[src/rtl/tinygpu_pkg.sv]
// Shared framebuffer geometry and receiver state encoding.
package tinygpu_pkg;

  localparam int unsigned FB_W      = 8;
  localparam int unsigned FB_H      = 8;
  localparam int unsigned PIX_BITS  = 4;
  localparam int unsigned CNT_BITS  = 8;
  localparam int unsigned FB_PIXELS = FB_W * FB_H;
  localparam int unsigned FB_AW     = $clog2(FB_PIXELS);

  typedef enum logic {
    RX_IDLE,
    RX_CAPTURE
  } rx_state_t;

endpackage

[src/rtl/fb_bank.sv]
// One framebuffer bank: register array with one write port and one
// combinational read port, cleared by synchronous reset.
module fb_bank
  import tinygpu_pkg::*;
(
  input  logic                clk,
  input  logic                rst,
  input  logic                we,
  input  logic [FB_AW-1:0]    waddr,
  input  logic [PIX_BITS-1:0] wdata,
  input  logic [FB_AW-1:0]    raddr,
  output logic [PIX_BITS-1:0] rdata
);

  logic [PIX_BITS-1:0] mem_q [FB_PIXELS];
  logic [PIX_BITS-1:0] mem_d [FB_PIXELS];

  // Next array contents: a single cell updated on write.
  always_comb begin
    mem_d = mem_q;
    if (we) begin
      mem_d[waddr] = wdata;
    end
  end

  // Array state with synchronous clear.
  always_ff @(posedge clk) begin
    if (rst) begin
      mem_q <= '{default: '0};
    end else begin
      mem_q <= mem_d;
    end
  end

  assign rdata = mem_q[raddr];

endmodule

[src/rtl/pixel_stream_receiver.sv]
// Reassembles the serial pixel stream into a double-buffered framebuffer.
// Pixels land in the back bank; a full 64-pixel frame swaps banks so the
// readback port always sees a complete frame.
module pixel_stream_receiver
  import tinygpu_pkg::*;
(
  input  logic                clk,
  input  logic                rst,
  input  logic [PIX_BITS-1:0] pixel_data,
  input  logic                frame_sync,
  input  logic [FB_AW-1:0]    rd_addr,
  output logic [PIX_BITS-1:0] rd_data,
  output logic                frame_done,
  output logic [CNT_BITS-1:0] frame_count,
  output logic                err_short,
  output logic                busy
);

  localparam logic [FB_AW-1:0] LastIdx = FB_AW'(FB_PIXELS - 1);

  rx_state_t           state_q, state_d;
  logic [FB_AW-1:0]    wr_idx_q, wr_idx_d;
  logic                front_sel_q, front_sel_d;
  logic                frame_done_q, frame_done_d;
  logic [CNT_BITS-1:0] frame_count_q, frame_count_d;
  logic                err_short_q, err_short_d;
  logic                busy_q, busy_d;
  logic [PIX_BITS-1:0] rd_data_q, rd_data_d;

  logic                we;
  logic [FB_AW-1:0]    waddr;
  logic [PIX_BITS-1:0] bank0_rdata, bank1_rdata;

  // Capture FSM: sync always restarts at index 0; index 63 completes and swaps.
  always_comb begin
    state_d       = state_q;
    wr_idx_d      = wr_idx_q;
    front_sel_d   = front_sel_q;
    frame_done_d  = 1'b0;
    frame_count_d = frame_count_q;
    err_short_d   = err_short_q;
    we            = 1'b0;
    waddr         = wr_idx_q;
    unique case (state_q)
      RX_IDLE: begin
        if (frame_sync) begin
          we       = 1'b1;
          waddr    = '0;
          wr_idx_d = FB_AW'(1);
          state_d  = RX_CAPTURE;
        end
      end
      RX_CAPTURE: begin
        we = 1'b1;
        if (frame_sync) begin
          // Sync before the frame filled: restart without swapping.
          waddr       = '0;
          wr_idx_d    = FB_AW'(1);
          err_short_d = 1'b1;
        end else if (wr_idx_q == LastIdx) begin
          front_sel_d   = ~front_sel_q;
          frame_done_d  = 1'b1;
          frame_count_d = frame_count_q + CNT_BITS'(1);
          wr_idx_d      = '0;
          state_d       = RX_IDLE;
        end else begin
          wr_idx_d = wr_idx_q + FB_AW'(1);
        end
      end
    endcase
    busy_d    = (state_d == RX_CAPTURE);
    // Uses the pre-swap select, so a read in the swap cycle sees the old frame.
    rd_data_d = front_sel_q ? bank1_rdata : bank0_rdata;
  end

  // State and registered outputs.
  always_ff @(posedge clk) begin
    if (rst) begin
      state_q       <= RX_IDLE;
      wr_idx_q      <= '0;
      front_sel_q   <= 1'b0;
      frame_done_q  <= 1'b0;
      frame_count_q <= '0;
      err_short_q   <= 1'b0;
      busy_q        <= 1'b0;
      rd_data_q     <= '0;
    end else begin
      state_q       <= state_d;
      wr_idx_q      <= wr_idx_d;
      front_sel_q   <= front_sel_d;
      frame_done_q  <= frame_done_d;
      frame_count_q <= frame_count_d;
      err_short_q   <= err_short_d;
      busy_q        <= busy_d;
      rd_data_q     <= rd_data_d;
    end
  end

  // Back bank is the one not selected as front.
  fb_bank u_bank0 (
    .clk   (clk),
    .rst   (rst),
    .we    (we & front_sel_q),
    .waddr (waddr),
    .wdata (pixel_data),
    .raddr (rd_addr),
    .rdata (bank0_rdata)
  );

  fb_bank u_bank1 (
    .clk   (clk),
    .rst   (rst),
    .we    (we & ~front_sel_q),
    .waddr (waddr),
    .wdata (pixel_data),
    .raddr (rd_addr),
    .rdata (bank1_rdata)
  );

  assign rd_data     = rd_data_q;
  assign frame_done  = frame_done_q;
  assign frame_count = frame_count_q;
  assign err_short   = err_short_q;
  assign busy        = busy_q;

endmodule

[config.mk]
export PLATFORM = sky130hd
export DESIGN_NAME = pixel_stream_receiver
export DESIGN_NICKNAME = d
export VERILOG_FILES = /design/src/rtl/tinygpu_pkg.sv /design/src/rtl/fb_bank.sv /design/src/rtl/pixel_stream_receiver.sv
export SDC_FILE = /design/constraint.sdc
export NUM_CORES = 1
export LEC_CHECK = 0
export CAP_MARGIN = 20
export CELL_PAD_IN_SITES_DETAIL_PLACEMENT = 0
export CELL_PAD_IN_SITES_GLOBAL_PLACEMENT = 1
export CORE_MARGIN = 5
export CORE_UTILIZATION = 45
export CTS_BUF_LIST = sky130_fd_sc_hd__clkbuf_16
export DETAILED_ROUTE_END_ITERATION = 8
export DONT_BUFFER_PORTS = 1
export PLACE_DENSITY = 0.76
export SLEW_MARGIN = 20
export SYNTH_ARGS = -nofsm -noshare
export SYNTH_HDL_FRONTEND = slang
export SYNTH_SLANG_ARGS = --single-unit
[constraint.sdc]
create_clock -name clk -period 2.2 [get_ports clk]
set_input_delay 0.33 -clock clk [delete_from_list [all_inputs] [get_ports clk]]
set_output_delay 0.33 -clock clk [all_outputs]
set_load 0.01 [all_outputs]
-- Word-level counts from Yosys, hierarchy flattened
Index checks and enable logic that the tools add are counted.
- $add $sub $neg: 2
- order comparisons: 3
- equal/unequal tests: 2
- muxes and demuxes: 22
- bitwise gates (word level): 7
- reductions and logical operators: 4
- operators by type and width (kind ; number):
    bitwise mux 256 bit ; 2
    binary-select mux 4 bit (select 6 bit) ; 2
    demux 4 bit (select 6 bit) ; 1
    2-to-1 mux 4 bit ; 6
    2-to-1 mux 6 bit ; 4
    >= comparator 7 bit (second input constant) ; 2
    NOT 6 -> 7 bit ; 2
    case mux 6 bit (2 select lines) ; 1
    adder 8 x 1 -> 8 bit (second input constant) ; 1
    < comparator 7 x 1 -> 1 bit (second input constant) ; 1
    adder 6 x 1 -> 6 bit (second input constant) ; 1
    equality test 6 bit (second input constant) ; 1
    2-to-1 mux 1 bit ; 4
    case mux 1 bit (2 select lines) ; 2
    NOT 1 bit ; 3
    AND reduction 3 bit ; 1
    OR reduction 3 bit ; 1
    AND 1 bit ; 2
    != test 2 bit (second input constant) ; 1
    AND reduction 2 bit ; 1
    logical AND 1 bit ; 1
- register bits after elaboration: 534
- output and inout port bits: 15

-- Depth between registers and ports, before layout
- depth after elaboration: 7
- gate-level depth with buffers: 9
- depth with buffers taken out: 6

-- Hierarchy
Synthesis repeated with hierarchy kept, for this count alone.
- cell total of the unflattened synthesis: 2849
- area, all modules: 24424.7 um^2
- by module, submodules not included (module ; times used ; cells each ; area an instance (um^2) ; seq. area each (um^2)):
    fb_bank ; 2 ; 1367 ; 11698.7 ; 5124.9
    pixel_stream_receiver ; 1 ; 115 ; 1027.2 ; 440.4

-- Least setup slack after synthesis
OpenSTA, ideal clock, no wires.
- path type: input -> register
- start point: in rd_addr[0]
- end point: reg rd_data_q[1] (netlist: rd_data[1])
- setup time: 0.120 ns
- data arrival time: 2.068 ns
- data required time: 2.080 ns
- path slack: 0.012 ns
- stages: 7
- buffers on the path: 3
- cell sequence: buf_2 > buf_2 > buf_2 > mux2_2 > a2111oi_0 > a211oi_1 > a211o_1
- longest elaborated chain between the ends: 5
- elaborated cells between the ends (all ways): 8
- those cells by class: 7 x mux; 1 x bitwise
- ends and longest elaborated chain (element ; line ; source):
    start: declaration ; pixel_stream_receiver.sv:11 ; input logic [FB_AW-1:0] rd_addr,
    NOT 6 -> 7 bit (not written as such) * ; fb_bank.sv:35 ; assign rdata = mem_q[raddr];
    binary-select mux 4 bit (select 6 bit) ; fb_bank.sv:35 ;
    2-to-1 mux 4 bit (not written as such) (2 in a row) ; fb_bank.sv:35 ;
    2-to-1 mux 4 bit * ; pixel_stream_receiver.sv:73 ; rd_data_d = front_sel_q ? bank1_rdata : bank0_rdata;
    end signal: assignment ; pixel_stream_receiver.sv:95 ; rd_data_q <= rd_data_d;
    end: declaration ; pixel_stream_receiver.sv:28 ; logic [PIX_BITS-1:0] rd_data_q, rd_data_d;
Mark *: on every way between the ends. The rest lies on a longest branch, timed or not. The select of a mux whose other input is x is not followed.
A chain may end at the register's enable or synchronous reset.

-- Final worst setup path
- start point: reg wr_idx_q[0]
- end point: reg wr_idx_q[3]
- longest elaborated chain between the ends: 4
- elaborated cells between the ends (all ways): 5
- those cells by class: 1 x add/sub; 1 x eq/ne; 3 x mux
- ends and longest elaborated chain (element ; line ; source):
    start: declaration ; pixel_stream_receiver.sv:22 ; logic [FB_AW-1:0] wr_idx_q, wr_idx_d;
    start signal: assignment ; pixel_stream_receiver.sv:89 ; wr_idx_q <= wr_idx_d;
    adder 6 x 1 -> 6 bit / equality test 6 bit (equally long branches) ; pixel_stream_receiver.sv:67, pixel_stream_receiver.sv:60 ;
    2-to-1 mux 6 bit * ; pixel_stream_receiver.sv:60 ; end else if (wr_idx_q == LastIdx) begin
    2-to-1 mux 6 bit * ; pixel_stream_receiver.sv:55 ; if (frame_sync) begin
    case mux 6 bit (2 select lines) * ; pixel_stream_receiver.sv:44 ; unique case (state_q)
Mark *: on every way between the ends. The rest lies on a longest branch, timed or not.

==> results_dict.tcl <==
set metrics [dict create \
    placed_area_um2 25200 \
    synth-seq-cells 534 \
    rsz0062_at_grt "false" \
    portBuffers 0 \
    path_class "reg2reg" \
    antenna_found_initial 2 \
    synthesis.area_um2 24700 \
    insertion_delay_ns 0.60 \
    place.gp.congestion 0.781 \
    violations "negative hold slack" \
    post-route-util_pct 50.1 \
    die_h_um 244 \
    synth_area_leaders "dfxtp_1, mux2i_1, nor2_1" \
    syn-num-nets 2496 \
    core-area_um2 54000 \
    first_pass_iters 5 \
    via_count 17200 \
    gr-total-overflow 0 \
    cts_buffers 56 \
    wl_mm 62.3 \
    cts_tree "done" \
    yosysSeqAreaShare_pct 43.3 \
    async_flop_share_pct 0 \
    row_count 85 \
    final_max_slew_viol_count 0 \
    outcome "finished with violations" \
    clock_skew_ns 0.0148 \
    path_buf_inv 2 \
    max_cap_viol_count 0 \
    max_freq_mhz 476 \
    holdWs_ns -0.109 \
    fin_ws_ns 0.0972 \
    detail-route-antenna-nets 0 \
    yosysTopAreaCell "dfxtp_1" \
    die_area_um2 59600 \
    grt_use_total_pct 20.2 \
    path_max_fanout 8 \
    clkTransAtPathRegs_ns 0.06 \
    grt_pass1_wl_mm 98.4 \
    vias_per_cell 5.52 \
    period_share_pct 95.6 \
    antennaDiodeCount 0 \
    hp-class "in2reg" \
    finalInstanceArea_um2 27000 \
    pre_cts_ws_ns -0.0864 \
    synth_top_area_share_pct 43.3 \
    die_w_um 244 \
    peakVddDrop_v 0.000650 \
    final_nets 2402 \
    netlist_instances 2481 \
    syn2layout_area_growth_pct 9.60 \
    drt_iter0_markers 1325 \
    avgSynthCellArea_um2 9.94 \
    cp-end-kind "flip-flop" \
    worstPathArrival_ns 2.58 \
    io_pins 28 \
    tightest_slew_ns 1.23 \
    numClockSinks 534 \
    grt_pass1_vias 17300 \
    worstSetupStartpointType "flip-flop" \
    setup-violations-final 0 \
    p_leak_uw 0.0103 \
    start_util_pct 45.7 \
    hold_viol 336 \
    crit_family "buffers and inverters" \
    ys_types 60 \
    required_ns 2.68 \
    fin_crit_ns 2.10 \
    grt_max_degree 534 \
    yosys_warnings 0 \
    relSlewSlack_pct 18.3 \
    cp_cell_sequence "buf_4 -> ha_1 -> nand4_1 -> nor2_1 -> o21ai_0 -> a21oi_1 -> nor3_1 -> dlygate4sd3_1" \
    totalNegativeSetupSlack_ns 0 \
    synth_edf_count 0 \
    power_density_nw_per_um2 721 \
    clockBufferDepth 3 \
    slowest_stage "dlygate4sd3_1" \
    drc 0 \
    drive_above_1_share_pct 11.0 \
    cts_htree_levels 2 \
    dp_hpwl_mm 36.6 \
    cts_root_buffer "clkbuf_16" \
    ys.flop_type "dfxtp_1" \
    wire_per_inst_um 19.9 \
    slowest_delay_ns 0.60 \
]
[worst paths after layout]
kind	from	end	slack, ns	depth (start not counted)
hold reg to reg	u_bank0.mem_q[162]	u_bank0.mem_q[162]	0.48	2
hold / removal	pixel_data[2]	u_bank1.mem_q[54]	-0.11	2
setup / recovery	wr_idx_q[0]	wr_idx_q[3]	0.1	8
setup reg to reg	wr_idx_q[0]	wr_idx_q[3]	0.1	8
[stage by stage]
step / power [uW] / cells
2_1_floorplan: 10600 / 2481
3_3_place_gp: 10400 / 3017
3_5_place_dp: 10400 / 3017
4_1_cts: 19600 / 3122
5_1_grt: 20200 / 3125
6_report: 19500 / 3125
[sequential cells by signal (all words and copies together) (netlist names)]
| signal | count |
|---|---|
| u_bank0.mem_q | 256 |
| u_bank1.mem_q | 256 |
| frame_count | 8 |
| wr_idx_q | 6 |
| rd_data | 4 |
| busy | 1 |
| err_short | 1 |
| frame_done | 1 |
| front_sel_q | 1 |
[per-layer routing]
layer	vias to the layer above	GRT usage, %	share of wire (%)
met5	-	0	0.021
met1	8428	27.3	46
met3	91	3.25	4.4
li1	8400	-	-
met4	2	5.51	2.2
met2	319	33.9	47
[cells by family after synthesis]
kind of cell | synth area share (%)
AOI/OAI and AO/OA | 4.51
xor gates and xnor gates | 0.355
adders and majority gates | 0.101
buffers and inverters | 4.51
DFF | 43.3
muxes | 31.2
and+or+nand+nor | 16.0
[final cells by class]
class / instances / area, um2
Sequential cell: 534 / 10700
Multi-Input combinational cell: 1705 / 12900
Inverter: 7 / 26.3
Clock inverter: 43 / 333
Clock buffer: 57 / 1430
Timing Repair Buffer: 83 / 813
Tap cell: 696 / 871
Fill cell: 4932 / 27000
[where the power goes]
group	internal [uW]	total, uW	switching, uW	leakage [uW]
Clock	5340	9160	3820	0.000932
Sequential	9690	9720	26.7	0.00430
Combinational	289	606	317	0.00507
Total	15300	19500	4170	0.0103
[placed cells by master (no fill, tap or decap), drive strengths merged, types with 7 or more instances in the layout]
cell type | netlist | final
nand2b | 24 | 24
dfxtp | 534 | 534
clkinv | 0 | 19
o21ai | 17 | 17
mux2 | 9 | 9
nand3 | 41 | 41
nor3 | 17 | 17
clkbuf | 138 | 57
or4b | 10 | 10
mux4 | 39 | 39
a21oi | 13 | 13
o22ai | 7 | 7
inv | 7 | 25
buf | 97 | 78
a41oi | 7 | 7
nand2 | 23 | 23
nor2 | 628 | 628
and2 | 12 | 12
or2 | 16 | 16
a22oi | 66 | 66
nor2b | 11 | 11
mux2i | 672 | 672
[what timing repair did]
| action | 4_1_cts | 5_1_grt |
|---|---|---|
| buffers inserted | 0 | 0 |
| hold endpoints to repair | 530 | 485 |
| setup endpoints to repair | 0 | 6 |
| resized for setup | 0 | 4 |
| hold buffers | 5 | 3 |
[cell usage after synthesis, drive strengths merged, types with 4 or more instances]
master and n:
a211o 6, a211oi 6, a21oi 13, a221oi 4, a22oi 66, a31oi 6
a41oi 7, and2 12, and3 5, buf 97, clkbuf 138, dfxtp 534
inv 7, mux2 9, mux2i 672, mux4 39, nand2 23, nand2b 24
nand3 41, nand3b 5, nand4 5, nand4bb 6, nor2 628, nor2b 11
nor3 17, nor3b 4, o21ai 17, o221ai 6, o22ai 7, or2 16
or4b 10, xnor2 4, xor2 6
Power figures use the tool's default switching activity.
